<file path="src/rtl/apb_io_fabric.sv">
`default_nettype none
// ============================================================================
// Module   : apb_io_fabric
// Brief    : APB interconnect from one master to NUM_SLAVES peripherals with
//            registered downstream re-launch, timeout and sticky error log.
// Revision : 1.0
// ============================================================================
module apb_io_fabric #(
    parameter int NUM_SLAVES     = 4,
    parameter int ADDR_W         = 16,
    parameter int DATA_W         = 8,
    parameter int SEL_LSB        = 8,
    parameter int TIMEOUT_CYCLES = 16
) (
    input  logic                         clk,
    input  logic                         n_rst,
    input  logic [ADDR_W-1:0]            m_paddr,
    input  logic [DATA_W-1:0]            m_pwdata,
    input  logic                         m_pwrite,
    input  logic                         m_psel,
    input  logic                         m_penable,
    output logic [DATA_W-1:0]            m_prdata,
    output logic                         m_pready,
    output logic                         m_pslverr,
    output logic [ADDR_W-1:0]            s_paddr,
    output logic [DATA_W-1:0]            s_pwdata,
    output logic                         s_pwrite,
    output logic                         s_penable,
    output logic [NUM_SLAVES-1:0]        s_psel,
    input  logic [NUM_SLAVES*DATA_W-1:0] s_prdata,
    input  logic [NUM_SLAVES-1:0]        s_pready,
    input  logic                         err_clr,
    output logic [7:0]                   err_count,
    output logic [ADDR_W-1:0]            err_addr,
    output logic                         err_timeout
);

    localparam int IDX_W  = $clog2(NUM_SLAVES);
    localparam int CNT_W  = $clog2(TIMEOUT_CYCLES);
    localparam int HI_LSB = SEL_LSB + IDX_W;
    localparam logic [CNT_W-1:0] CNT_MAX     = CNT_W'(TIMEOUT_CYCLES - 1);
    localparam logic [IDX_W:0]   SLAVE_LIMIT = (IDX_W+1)'(NUM_SLAVES);

    typedef enum logic [1:0] {
        IDLE   = 2'd0,
        SETUP  = 2'd1,
        ACCESS = 2'd2,
        RESP   = 2'd3
    } state_t;

    state_t              state;
    logic [IDX_W-1:0]    idx_q;
    logic [CNT_W-1:0]    count;
    logic [DATA_W-1:0]   rdata_q;
    logic                err_q;

    logic [IDX_W-1:0]    dec_idx;
    logic                upper_zero;
    logic                mapped;
    logic                setup_seen;
    logic                timeout_hit;
    logic                err_event;
    logic [NUM_SLAVES-1:0] sel_onehot;
    logic [DATA_W-1:0]   slv_rdata [NUM_SLAVES];

    assign dec_idx = m_paddr[SEL_LSB +: IDX_W];

    generate
        if (HI_LSB < ADDR_W) begin : g_upper_check
            assign upper_zero = (m_paddr[ADDR_W-1:HI_LSB] == '0);
        end else begin : g_no_upper_check
            assign upper_zero = 1'b1;
        end
    endgenerate

    generate
        for (genvar g = 0; g < NUM_SLAVES; g++) begin : g_unpack
            assign slv_rdata[g] = s_prdata[g*DATA_W +: DATA_W];
        end
    endgenerate

    always_comb begin
        sel_onehot = '0;
        for (int i = 0; i < NUM_SLAVES; i++) begin
            if (dec_idx == IDX_W'(i)) begin
                sel_onehot[i] = 1'b1;
            end
        end
    end

    assign mapped      = upper_zero && ({1'b0, dec_idx} < SLAVE_LIMIT);
    assign setup_seen  = (state == IDLE) && m_psel && !m_penable;
    assign timeout_hit = (state == ACCESS) && !s_pready[idx_q] && (count == CNT_MAX);
    assign err_event   = (setup_seen && !mapped) || timeout_hit;

    // A response is presented only while the master still selects us.
    assign m_pready  = (state == RESP) && m_psel;
    assign m_pslverr = m_pready && err_q;
    assign m_prdata  = m_pready ? rdata_q : '0;

    always_ff @(posedge clk) begin
        if (!n_rst) begin
            state       <= IDLE;
            idx_q       <= '0;
            count       <= '0;
            rdata_q     <= '0;
            err_q       <= 1'b0;
            s_paddr     <= '0;
            s_pwdata    <= '0;
            s_pwrite    <= 1'b0;
            s_penable   <= 1'b0;
            s_psel      <= '0;
            err_count   <= '0;
            err_addr    <= '0;
            err_timeout <= 1'b0;
        end else begin
            case (state)
                IDLE: begin
                    if (setup_seen) begin
                        s_paddr  <= m_paddr;
                        s_pwdata <= m_pwdata;
                        s_pwrite <= m_pwrite;
                        idx_q    <= dec_idx;
                        if (mapped) begin
                            err_q  <= 1'b0;
                            s_psel <= sel_onehot;
                            state  <= SETUP;
                        end else begin
                            err_q   <= 1'b1;
                            rdata_q <= '1;
                            state   <= RESP;
                        end
                    end
                end
                SETUP: begin
                    count     <= '0;
                    s_penable <= 1'b1;
                    state     <= ACCESS;
                end
                ACCESS: begin
                    if (s_pready[idx_q]) begin
                        rdata_q   <= s_pwrite ? '0 : slv_rdata[idx_q];
                        err_q     <= 1'b0;
                        s_psel    <= '0;
                        s_penable <= 1'b0;
                        state     <= RESP;
                    end else if (count == CNT_MAX) begin
                        rdata_q   <= '1;
                        err_q     <= 1'b1;
                        s_psel    <= '0;
                        s_penable <= 1'b0;
                        state     <= RESP;
                    end else begin
                        count <= count + 1'b1;
                    end
                end
                default: begin
                    state <= IDLE;
                end
            endcase

            // A clear coinciding with a new error still records that error.
            if (err_event) begin
                err_addr    <= (state == IDLE) ? m_paddr : s_paddr;
                err_timeout <= (state == ACCESS);
                if (err_clr) begin
                    err_count <= 8'd1;
                end else if (err_count != 8'hFF) begin
                    err_count <= err_count + 8'd1;
                end
            end else if (err_clr) begin
                err_count <= '0;
            end
        end
    end

endmodule
`default_nettype wire
</file>
<file path="config.mk">
export PLATFORM = sky130hd
export DESIGN_NAME = apb_io_fabric
export DESIGN_NICKNAME = d
export VERILOG_FILES = /design/src/rtl/apb_io_fabric.sv
export SDC_FILE = /design/constraint.sdc
export NUM_CORES = 1
export LEC_CHECK = 0
export CORE_ASPECT_RATIO = 1.25
export CORE_MARGIN = 5
export CORE_UTILIZATION = 44
export DETAILED_ROUTE_END_ITERATION = 7
export HOLD_SLACK_MARGIN = 0.06
export PLACE_DENSITY = 0.78
export REMOVE_ABC_BUFFERS = 1
export SKIP_LAST_GASP = 1
export SYNTH_ARGS = -nofsm -noshare
export SYNTH_HDL_FRONTEND = slang
export SYNTH_SLANG_ARGS = --single-unit
export TNS_END_PERCENT = 20
</file>
<file path="constraint.sdc">
create_clock -name clk -period 2.8 [get_ports clk]
set_input_delay 0.7 -clock clk [delete_from_list [all_inputs] [get_ports clk]]
set_output_delay 0.7 -clock clk [all_outputs]
set_load 0.05 [all_outputs]
</file>
# Word level (Yosys, flattened, before mapping)

Index checks and enable logic that the tools add are counted.

Add/subtract/negate cells: 2
Magnitude comparators: 2
Equality and inequality tests: 14
Multiplexer cells: 42
Bitwise logic cells: 1
Reduce and logical (&&, ||, !) cells: 26

Operators by type and width:

| kind                                                            | count |
|---|---|
| 8-bit two-way mux                                               | 12 |
| 4-bit two-way mux                                               | 6 |
| 8-bit binary-select mux with 2-bit select                       | 1 |
| 16-bit two-way mux                                              | 1 |
| 4-bit one-hot mux with 2 select lines                           | 2 |
| 8-bit one-hot mux with 2 select lines                           | 1 |
| 1-bit two-way mux                                               | 11 |
| 2-bit inequality test, second input constant                    | 5 |
| 8-bit by 1-bit adder with 8-bit output, second input constant   | 1 |
| 2-bit == test, second input constant                            | 4 |
| 2-bit two-way mux                                               | 4 |
| 8-bit inequality test, second input constant                    | 1 |
| 2-bit AND reduction                                             | 4 |
| 4-bit AND reduction                                             | 2 |
| 2-bit nonzero test                                              | 4 |
| 1-bit logical AND                                               | 7 |
| 6-bit zero test                                                 | 1 |
| 2-bit one-hot mux with 3 select lines                           | 1 |
| 3-bit AND reduction                                             | 2 |
| 4-bit by 1-bit adder with 4-bit output, second input constant   | 1 |
| 2-bit by 1-bit == test with 1-bit output, second input constant | 2 |
| 4-bit == test, second input constant                            | 1 |
| 2-bit zero test                                                 | 2 |
| 1-bit one-hot mux with 2 select lines                           | 2 |
| 7 further kinds                                                 | 9 |

Bits in registers: 72
Bits of input ports: 66
Output and inout port bits: 65
Word-level logic and storage cells: 100

# Depth between registers and ports, before layout

Depth after elaboration: 8
Depth in mapped cells: 10

# Worst setup path after synthesis

No wires, ideal clock.

Path kind: flip-flop to flip-flop
Start: register, netlist name s_paddr[8]
End: register err_addr[10]
Setup time: 86 ps
Arrival: 2154 ps
Required time: 2714 ps
Setup slack: 560 ps
Stages on the path, launching flop included: 8
Path through: dfxtp_1 -> mux4_2 -> nor2_1 -> or2_2 -> buf_4 -> buf_6 -> nor2_1 -> a211oi_1

RTL lines:

| what                 | line | source |
|---|---|---|
| to (signal assigned) | 164  | `err_addr <= (state == IDLE) ? m_paddr : s_paddr;` |
| to (decl)            | 34   | `output logic [ADDR_W-1:0] err_addr,` |

# Worst setup path after layout

Start: input port m_psel
End: output port m_prdata[7]

Longest elaborated chain between the ends: 2

RTL lines:

| what              | line | source |
|---|---|---|
| from (decl)       | 20   | `input logic m_psel,` |
| 1-bit logical AND | 97   | `assign m_pready = (state == RESP) && m_psel;` |
| 8-bit two-way mux | 99   | `assign m_prdata = m_pready ? rdata_q : '0;` |
| to (decl)         | 22   | `output logic [DATA_W-1:0] m_prdata,` |

Every way passes these cells.

==> metrics.csv <==
metric,value,unit
fin_nets,571,
floorplan.initialDensity,45.10,%
grt_pass1_wl,14970,microns
synth-seq-area-share,42.23,%
clk_pin_slew_worst_paths,80,ps
rrSetupSlack,570,ps
max_freq,400.9,MHz
synth_area,0.003318,sq mm
slew_viol_final,0,
ys_ff_latch,70,
grt_pass1_vias,3132,
dp_slack,-37.85,ps
portBuffers,130,
end_kind,output pin,
synth_top_family_by_area,simple AND/OR/NAND/NOR gates,
finalSetupTns,0,ps
yosysTopAreaCell,dfxtp_1,
arrival,1790,ps
grt_overflow,0,
core,0.007357,sq mm
synthTopCellsByArea,"dfxtp_1, nand2_1, mux2i_1",
rr_endpoint,count[3],
hold_end,s_pwdata[0],
io_pins,131,
antenna_left,0,
synth_commonest_cells,"dfxtp_1, nand2_1, a21oi_1, nor2_1, mux2i_1",
tritoncts,built,
finalCritPeriodShare,89.08,%
drc,0,
r2r_cells,5,
track_usage,20.26,%
synth-xor-area-share,1.056,%
drt-wirelength-per-cell,16.01,microns
cts_buffers,9,
synth.area.mux_share,12.75,%
drive_above_1_share,11.71,%
critPathRequiredTime,2100,ps
total_power,3.498,mW
synthAdderAreaFrac,2.262,%
p_leak,1.899,nW
synth_compound_area_share,16.74,%
synth_edf_count,0,
p_per_area,696.6,mW/mm^2
first_pass_iters,4,
critPathKind,input pin to output pin,
clock_path_buffers,2,
layout.cells.non_filler,596,
drt-total-wl,9543,microns
min-delay-start,s_pwdata[0],
final_core_util,68.27,%
hold_violations,0,
die_w,87.67,microns
worstMarginPinSlew,611.6,ps
setup_viol,0,
maxCapViolCount,0,
dp.cells,580,
drt_iter0_drc,157,
die_h,107.1,microns
min_path_type,flop to flop,
antenna_cells,0,
synth_cell_type_count,45,
postCtsHoldBufs,0,
skew,9.453,ps
ir_drop,0.0004235,V
avgViaCountPerCell,5.372,
whs_path_depth,2,
synthCells,369,
clock_latency,340,ps
fill_cells,610,
status,completed,
cts_sinks,70,
synth_top_flop_cell,dfxtp_1,
critPathMaxFanout,12,
r2r-start,s_paddr[8],
die_area,0.009389,sq mm
syn_avg_cell_area,8.992,sq um
finalCriticalPeriod,2494,ps
crit_path_start_kind,input pin,
yosys_warnings,0,
clk_root_buffer_cell,clkbuf_8,
finalWorstSetupSlack,305.8,ps
post_cts_resized,0,
antenna_found_initial,0,
synth-simple-area-share,20.74,%
synth_most_common_cell,dfxtp_1,
num_rows,35,
synth.top_cell.area_share,42.23,%
gp_congestion,0.8064,
cts_setup_buffers,0,
h-tree-depth,3,
slew_headroom,59.23,%
grt_max_degree,29,
grt_setup_unrepaired,no,
hpwl,7237,microns
syn_to_final_growth,51.36,%
num_vias,3202,
synth-async-reset-ratio,0,%
worst max-delay path, cell delays in order:
cell and delay [ps]:
clkdlybuf4s50_1 660, and3_1 270, buf_12 150
registers in the layout, summed over array words and instances, names as in the netlist:
register and count:
s_paddr 16, s_pwrite 1, s_psel 4, state 2, count 4, s_pwdata 8, err_q 1, s_penable 1
err_timeout 1, rdata_q 8, err_count 8, err_addr 16
worst max-delay path by stage:
stage	start	end	slack (ps)	cells after the start
floorplan	state[0]	err_count[6]	-560	7
global placement	m_paddr[10]	s_psel[0]	-1	7
detailed placement	m_paddr[10]	err_addr[0]	-40	6
CTS	m_psel	m_prdata[7]	310	3
global route	m_paddr[10]	err_addr[3]	200	6
finish	m_psel	m_prdata[7]	310	3
cell families after synthesis:
kind of cell,count (synthesis)
AOI/OAI and AO/OA,81
xor gates and xnor gates,4
adders and majority gates,6
buffers and inverters,31
DFF,70
muxes,31
and+or+nand+nor,146
stage by stage:
stage | area (sq um) | hold slack [ps]
after floorplan | 3201 | 434.0
after global placement | 4822 | 442.1
after detailed placement | 4822 | 446.3
after CTS | 5022 | 457.4
after global routing | 5022 | 471.5
final | 5022 | 455.7
layout by cell type, fill, tap and decap left out, types with 4 or more instances in the layout:
| cell type | Yosys | final |
|---|---|---|
| o21ai_0 | 7 | 7 |
| ha_1 | 6 | 6 |
| o221a_2 | 9 | 9 |
| nand3_1 | 11 | 11 |
| clkdlybuf4s50_1 | 0 | 120 |
| nor2_1 | 26 | 26 |
| nand2_1 | 64 | 64 |
| inv_1 | 5 | 5 |
| a21oi_1 | 36 | 36 |
| clkbuf_8 | 0 | 10 |
| dfxtp_1 | 70 | 70 |
| buf_4 | 1 | 14 |
| nand3b_1 | 4 | 4 |
| mux2i_1 | 22 | 22 |
| nand2b_1 | 5 | 5 |
| and3_1 | 10 | 10 |
| mux4_2 | 9 | 9 |
| a211oi_1 | 16 | 16 |
| buf_12 | 0 | 10 |
| nor2b_1 | 8 | 8 |
routing by layer:
metal	wire length, microns	part of all wire [%]	up-vias	global-route usage (%)
li1	-	-	1588	-
met5	0	0	-	0
met4	246	2.6	0	9.211
met3	538	5.6	21	4.612
met1	3817	40	1507	22.93
met2	4940	52	86	35.45
cell type report:
cell class	count	area [sq um]	area share, %
clock buffers	11	141.4	2.815
repair buffers	144	1506	29.99
inverters	6	22.52	0.4484
clock inverters	5	58.81	1.171
well taps	92	115.1	2.292
flip-flops and latches	70	1401	27.90
multi-input cells	268	1777	35.38
power by group:
group	internal, mW	leakage [nW]	switching (mW)
combinational	0.586	1.23	0.838
clock	0.436	0.0955	0.390
sequential	1.15	0.571	0.100
total	2.17	1.90	1.33
No activity file was read; power rests on OpenSTA's default activity.
